--- src/rtl/fetch_stage.sv ---
// RV32I instruction fetch with IF/ID register.
// One outstanding imem request, skid for decode stall, execute redirect.
module fetch_stage #(
  parameter logic [31:0] RESET_PC  = 32'h0000_0000,
  parameter logic [31:0] NOP_INSTR = 32'h0000_0013
) (
  input  logic        clk,
  input  logic        rst,
  output logic        imem_req,
  output logic [31:0] imem_addr,
  input  logic        imem_rvalid,
  input  logic [31:0] imem_rdata,
  input  logic [2:0]  ex_PCSrc,
  input  logic        ex_Zero,
  input  logic [31:0] ex_PCTarget,
  input  logic [31:0] ex_ALUResult,
  input  logic        stall,
  output logic        id_valid,
  output logic [31:0] id_instr,
  output logic [31:0] id_pc,
  output logic [31:0] id_pc_plus4,
  output logic        misaligned
);

  localparam logic [2:0] PC_NEXT            = 3'd0;
  localparam logic [2:0] PC_COND_BRANCH     = 3'd1;
  localparam logic [2:0] PC_INV_COND_BRANCH = 3'd2;
  localparam logic [2:0] PC_JAL             = 3'd3;
  localparam logic [2:0] PC_JALR            = 3'd4;

  typedef enum logic [1:0] {ISSUE, WAIT, HOLD} state_t;

  typedef struct packed {
    logic        valid;
    logic [31:0] instr;
    logic [31:0] pc;
    logic [31:0] pc_plus4;
  } if_id_t;

  state_t      state, state_n;
  logic [31:0] pc, pc_n, pc_plus4;
  if_id_t      id_q, id_n;
  logic [31:0] skid_instr, skid_instr_n;
  logic [31:0] skid_pc, skid_pc_n;
  logic        discard, discard_n;
  logic        mis_q;
  logic        taken;
  logic [31:0] tgt_raw, tgt;
  logic        accept;
  logic        req;
  logic [31:0] addr;

  assign pc_plus4 = pc + 32'd4;
  assign accept   = !id_q.valid || !stall;

  always_comb begin
    taken   = 1'b0;
    tgt_raw = ex_PCTarget;
    unique case (ex_PCSrc)
      PC_NEXT:            taken = 1'b0;
      PC_COND_BRANCH:     taken = ex_Zero;
      PC_INV_COND_BRANCH: taken = !ex_Zero;
      PC_JAL:             taken = 1'b1;
      PC_JALR: begin
        taken   = 1'b1;
        tgt_raw = ex_ALUResult & ~32'h1;
      end
      default:            taken = 1'b0;
    endcase
  end

  assign tgt = tgt_raw & ~32'h3;

  always_comb begin
    state_n      = state;
    pc_n         = pc;
    discard_n    = discard;
    skid_instr_n = skid_instr;
    skid_pc_n    = skid_pc;
    req          = 1'b0;
    addr         = pc;
    id_n         = id_q;
    if (id_q.valid && !stall) begin
      id_n.valid = 1'b0;
      id_n.instr = NOP_INSTR;
    end
    if (taken) begin
      pc_n         = tgt;
      id_n.valid   = 1'b0;
      id_n.instr   = NOP_INSTR;
      skid_instr_n = '0;
      skid_pc_n    = '0;
      // a request still in flight must be swallowed before refetch
      if (state == WAIT && !imem_rvalid) begin
        discard_n = 1'b1;
        state_n   = WAIT;
      end else begin
        discard_n = 1'b0;
        state_n   = ISSUE;
      end
    end else begin
      unique case (state)
        ISSUE: begin
          req     = 1'b1;
          state_n = WAIT;
        end
        WAIT: begin
          if (imem_rvalid) begin
            if (discard) begin
              discard_n = 1'b0;
              state_n   = ISSUE;
            end else if (accept) begin
              id_n = '{valid: 1'b1, instr: imem_rdata,
                       pc: pc, pc_plus4: pc_plus4};
              req  = 1'b1;
              addr = pc_plus4;
              pc_n = pc_plus4;
            end else begin
              skid_instr_n = imem_rdata;
              skid_pc_n    = pc;
              state_n      = HOLD;
            end
          end
        end
        HOLD: begin
          if (accept) begin
            id_n = '{valid: 1'b1, instr: skid_instr,
                     pc: skid_pc, pc_plus4: skid_pc + 32'd4};
            pc_n    = pc_plus4;
            state_n = ISSUE;
          end
        end
        default: state_n = ISSUE;
      endcase
    end
  end

  always_ff @(posedge clk or posedge rst) begin
    if (rst) begin
      state      <= ISSUE;
      pc         <= RESET_PC;
      id_q       <= '{valid: 1'b0, instr: NOP_INSTR,
                      pc: 32'h0, pc_plus4: 32'h0};
      skid_instr <= '0;
      skid_pc    <= '0;
      discard    <= 1'b0;
      mis_q      <= 1'b0;
    end else begin
      state      <= state_n;
      pc         <= pc_n;
      id_q       <= id_n;
      skid_instr <= skid_instr_n;
      skid_pc    <= skid_pc_n;
      discard    <= discard_n;
      mis_q      <= taken && tgt_raw[1];
    end
  end

  assign imem_req    = req && !rst;
  assign imem_addr   = addr;
  assign id_valid    = id_q.valid;
  assign id_instr    = id_q.instr;
  assign id_pc       = id_q.pc;
  assign id_pc_plus4 = id_q.pc_plus4;
  assign misaligned  = mis_q;

endmodule

--- config.mk ---
export PLATFORM = sky130hd
export DESIGN_NAME = fetch_stage
export DESIGN_NICKNAME = d
export VERILOG_FILES = /design/src/rtl/fetch_stage.sv
export SDC_FILE = /design/constraint.sdc
export NUM_CORES = 1
export LEC_CHECK = 0
export ABC_AREA = 1
export CORE_MARGIN = 3
export CORE_UTILIZATION = 35
export CTS_CLUSTER_DIAMETER = 100
export DETAILED_ROUTE_END_ITERATION = 12
export GPL_ROUTABILITY_DRIVEN = 0
export HOLD_SLACK_MARGIN = 0.02
export PLACE_DENSITY_LB_ADDON = 0.1
export SYNTH_ARGS = -nofsm -noshare
export SYNTH_HDL_FRONTEND = slang
export SYNTH_SLANG_ARGS = --single-unit
--- constraint.sdc ---
create_clock -name clk -period 10.57 [get_ports clk]
set_clock_uncertainty 0.05 [all_clocks]
set_input_delay 2.114 -clock clk [delete_from_list [all_inputs] [get_ports clk]]
set_output_delay 2.114 -clock clk [all_outputs]
set_load 0.01 [all_outputs]
-- Word level (Yosys, flattened, before mapping)
Cells that the tools add are included.
- add/sub/neg operators: 2
- $mul: 0
- div/mod/pow operators: 0
- magnitude comparators: 0
- equality and inequality tests: 15
- shift operators: 0
- mux-type cells: 42
- bitwise operators: 1
- reductions and logical operators: 20
- operators with widths (operator ; number):
    two-way mux 32 bit ; 17
    two-way mux 97 bit ; 4
    one-hot mux 97 bit (2 select lines) ; 1
    two-way mux 33 bit ; 2
    adder 32 x 3 -> 32 bit (second input constant) ; 2
    one-hot mux 32 bit (2 select lines) ; 1
    two-way mux 2 bit ; 5
    != test 2 bit (second input constant) ; 5
    two-way mux 1 bit ; 9
    == test 3 x 2 -> 1 bit (second input constant) ; 2
    != test 3 bit (second input constant) ; 2
    one-hot mux 2 bit (3 select lines) ; 1
    AND reduction 6 bit ; 1
    nonzero test 2 bit ; 3
    logical NOT 1 bit ; 5
    logical AND 1 bit ; 4
    != test 4 bit (second input constant) ; 1
    AND reduction 4 bit ; 1
    == test 3 x 1 -> 1 bit (second input constant) ; 1
    == test 3 bit (second input constant) ; 1
    one-hot mux 1 bit (3 select lines) ; 1
    AND reduction 3 bit ; 1
    nonzero test 3 bit ; 1
    == test 2 x 1 -> 1 bit (second input constant) ; 1
    8 further kinds ; 8
- register bits after elaboration: 197
- bits in latches: 0
- memory bits (writable): 0
- bits in read-only memories: 0
- output and inout bits: 131
- word-level logic and storage cells: 90
- memories: 0

-- Logic depth before layout (Yosys ltp)
- depth after elaboration: 8
- gate-level depth with buffers: 13
- gate-level depth less buffers: 13

-- Least setup slack after synthesis
No wires, ideal clock.
- path type: input port to output port
- from: input stall
- to: output imem_addr[2]
- data arrival time: 3.481 ns
- setup slack: 4.925 ns
- stages: 7
- cells stage by stage: nand2_4 buf_2 buf_1 ha_1 nand2_1 o21ai_0 o21ai_0
- longest elaborated chain between the ends: 7
- RTL lines (element ; line ; source):
    start, declared ; 17 ; input logic stall,
    logical NOT 1 bit ; 54 ; assign accept = !id_q.valid || !stall;
    logical OR 1 bit ; 54 ;
    two-way mux 32 bit ; -- ;
    two-way mux 32 bit ; 109 ; if (discard) begin
    two-way mux 32 bit ; -- ;
    two-way mux 32 bit ; 102 ; unique case (state)
    two-way mux 32 bit ; 87 ; if (taken) begin
    end, declared ; 10 ; output logic [31:0] imem_addr,
Every way passes these cells.

-- Worst setup path in the final report
- from: input stall
- to: output imem_addr[21]
The elaborated chain is that of the path after synthesis.

==> impl_results.md <==
- Share of cells above drive strength 1: under 10%
- Final nets: 2060
- MaxCap Viol Count: 0
- Design area: around 16000 um^2
- Final hold viol count: 0
- Number of library cell types mapped by synthesis: 48
- Post-CTS Hold Fix Bufs: 0
- IO Port Bufs: 230
- Worst Path Arrival: 5.50 ns
- First-pass GRT wire length: approximately 75 mm
- Clock power frac: between 10% and 20%
- CTS tree: built
- I/O Pins: 235
- Clk sinks: about 190
- Min Tclk post-route: 7.66 ns
- Synth async-reset ratio: 100%
- Slew margin rel.: 17.4%
- Most common library cells after synthesis: nand2_1 (397), nor2_1 (211), dfrtp_1 (188), inv_1 (176), o21ai_0 (160)
- Number of synthesized flops with an enable pin: 0
- Sequential power share: a little under a third
- Psw: around 0.0020 W
- Syn Inst Count: about 1800
- IR drop worst, VDD: 0.157 mV
- LEAKAGE: between 6 and 7 nW
- Final-report setup violation count: 0
- Top_reg_cell synth: dfrtp_1
- Initial Utilization: a little over a third
- Detailed-route wire length: around 49 mm
- Wire length per cell: approximately 20 um
- Worst-path clk slew: 0.07 ns
- Placed cell areas: ~15000 um^2
- Buffers and inverters on the worst path: 4
- Grt ovf: 0
- Yosys top cell by area: dfrtp_1
- Critical Path End Type: output pin
- Setup_tns: 0 ns
- Fmax: 131 MHz
- Yosys warns: 0
- Post-route antenna net violation count: 0
- Required time of the critical path: roughly 8.4 ns
- Slowest Stage Delay on Critical Path: slightly above 0.6 ns
- Critical setup path kind: in2out
- Dominant cells by area after synthesis: dfrtp_1 (37%), nand2_1 (12%), o21ai_0 (6.3%)
- PostCTS Resize Cnt: 0
- Synth top area share: between 30% and 40%
- Synthesized area: roughly 13000 um^2
- Worst path cell trace: clkdlybuf4s50_1 -> nand2_4 -> nand2_4 -> inv_1 -> buf_4 -> nand3_1 -> nand2_1 -> nand2_1 -> o21ai_0 -> clkdlybuf4s50_1
- Via Count: roughly 13000
- Max clock buf depth: 2
- Int Power: 0.00228 W
- CP max stage cell: clkdlybuf4s50_1
- Hold Crit Class: reg2reg
- Slew Limit Fails: 0
- Combined area of the multi-input logic cells: 6610 um^2
- Post-DP HPWL: 33.5 mm
- Register bit total from synthesis: ~190
- Largest net degree at the start of global routing: around 130
- Vias in the first global route: about 13000
- Initial antenna violation count: 0
- Total CTS buffers: 17
- Sequential cell area: between 4000 and 5000 um^2
- Run status: completed
- Clk_lat worst skew: between 0.4 and 0.5 ns
- Fillers: between 3000 and 4000
- PD cells: around 270 nW/um^2
- Largest delay share family, worst path: buffers and inverters
- H-Tree Depth: 4
- Die ar.: just under 40000 um^2
- Die width: between 150 and 200 um
- CORE AREA: about 36000 um^2
- Total Routing Usage GR: roughly 25%
- CP max FO: between 60 and 70
- Combinational fraction of design power: between 50 and 60%
- Sequential-to-total area share from yosys stat: between 30% and 40%
- # rows: 69
- Clock root buffer: clkbuf_16
- Least-Margin Pin Slew: roughly 1.2 ns
- Syn avg cell area: 7.01 um^2
- Fin crit share: 72.5%
- # DRC: 0
- Diodes inserted: 0
- Startpoint types: input pin
- Die extent in y: 197 um
- DRT Pass-1 Iters: 6
- Sw Share: 47.3%
- RSZ-0062 raised after global routing: no
- Post-CTS setup buffers: 0
- Top-count cell post-synth: nand2_1
- Vias per std cell: approximately 5.5
- Drt first-iter violations: around 1200
- Synth-to-Final Area Change: 23.3%
-- layout make-up --
cell class	instances	area share [%]
inverters	191	4.62
flip-flops and latches	191	30.4
well taps	461	3.67
multi-input cells	1300	42.0
repair buffers	247	15.4
clock inverters	13	1.03
clock buffers	19	2.82
-- power groups by stage --
stage               Sequential, W  Combinational [W]  Clock [W]
floorplan                 0.00120            0.00139          0
global placement          0.00130            0.00230          0
detailed placement        0.00131            0.00233          0
CTS                       0.00129            0.00233   0.000708
global route              0.00133            0.00257   0.000733
finish                    0.00130            0.00233   0.000690
-- stage by stage --
stage               worst slack (ns)  cells  total power [W]  hold WS (ns)  util [%]
floorplan                       3.21   1821          0.00259         0.410         -
global placement                2.97   2390          0.00360         0.418      42.3
detailed placement              2.96   2390          0.00363         0.416      42.3
CTS                             2.95   2422          0.00433         0.435      44.0
global route                    2.69   2422          0.00464         0.464      44.0
finish                          2.91   2422          0.00432         0.434      44.0
-- cell usage in the layout, fill, tap and decap left out, types with 29 or more instances in the layout --
cell type,n
nand2_1,397
nand3_1,151
o211ai_1,49
dfrtp_1,188
inv_1,175
o21ai_0,160
clkdlybuf4s50_1,230
a21oi_1,61
nor2_1,210
nand4_1,31
a22oi_1,30
a221oi_1,29
-- state kept, by name, indices dropped and copies added, names as in the netlist, 2 cells and up --
signal       flops
skid_pc         31
state            2
pc              30
id_instr        32
skid_instr      32
id_pc_plus4     30
id_pc           31
-- final timing paths --
kind	slack [ns]	cells after the start	startpoint	end
max in group asynchronous	6.75	3	rst	id_pc[16]$_DFFE_PP0P_
min in group asynchronous	2.25	2	rst	id_instr[30]$_DFF_PP0_
worst min register to register	0.43	2	id_pc_plus4[31]$_DFFE_PP0P_	id_pc_plus4[31]$_DFFE_PP0P_
worst max register to register	6.35	12	state[0]$_DFFE_PP0P_	id_pc_plus4[22]$_DFFE_PP0P_
worst max-delay path	2.91	10	stall	imem_addr[21]
worst min-delay path	0.43	2	id_pc_plus4[31]$_DFFE_PP0P_	id_pc_plus4[31]$_DFFE_PP0P_
-- worst min-delay path: cells and delay by family, from the launching register on --
kind / cells / cell delay (ns)
simple gates: 2 / 0.11
flops: 1 / 0.34
-- cells by family after synthesis --
kind of cell | after synthesis | share of synthesized area [%]
AND/OR/NAND/NOR | 856 | 29.3
AO/OA/AOI/OAI | 418 | 20.4
buffers and inverters | 330 | 10.9
flip-flops | 191 | 37.5
XOR/XNOR | 16 | 1.16
adder cells (fa/ha/maj) | 8 | 0.784
other | 1 | 0.0294
-- layer usage --
metal / vias up / routed length [um] / GRT usage, %
met5: - / 0 / 0
met4: 0 / 1070 / 7.00
met3: 61 / 3900 / 5.35
met2: 551 / 21400 / 37.5
met1: 6375 / 22800 / 36.6
li1: 6360 / - / -
No activity file was read; power rests on OpenSTA's default activity.
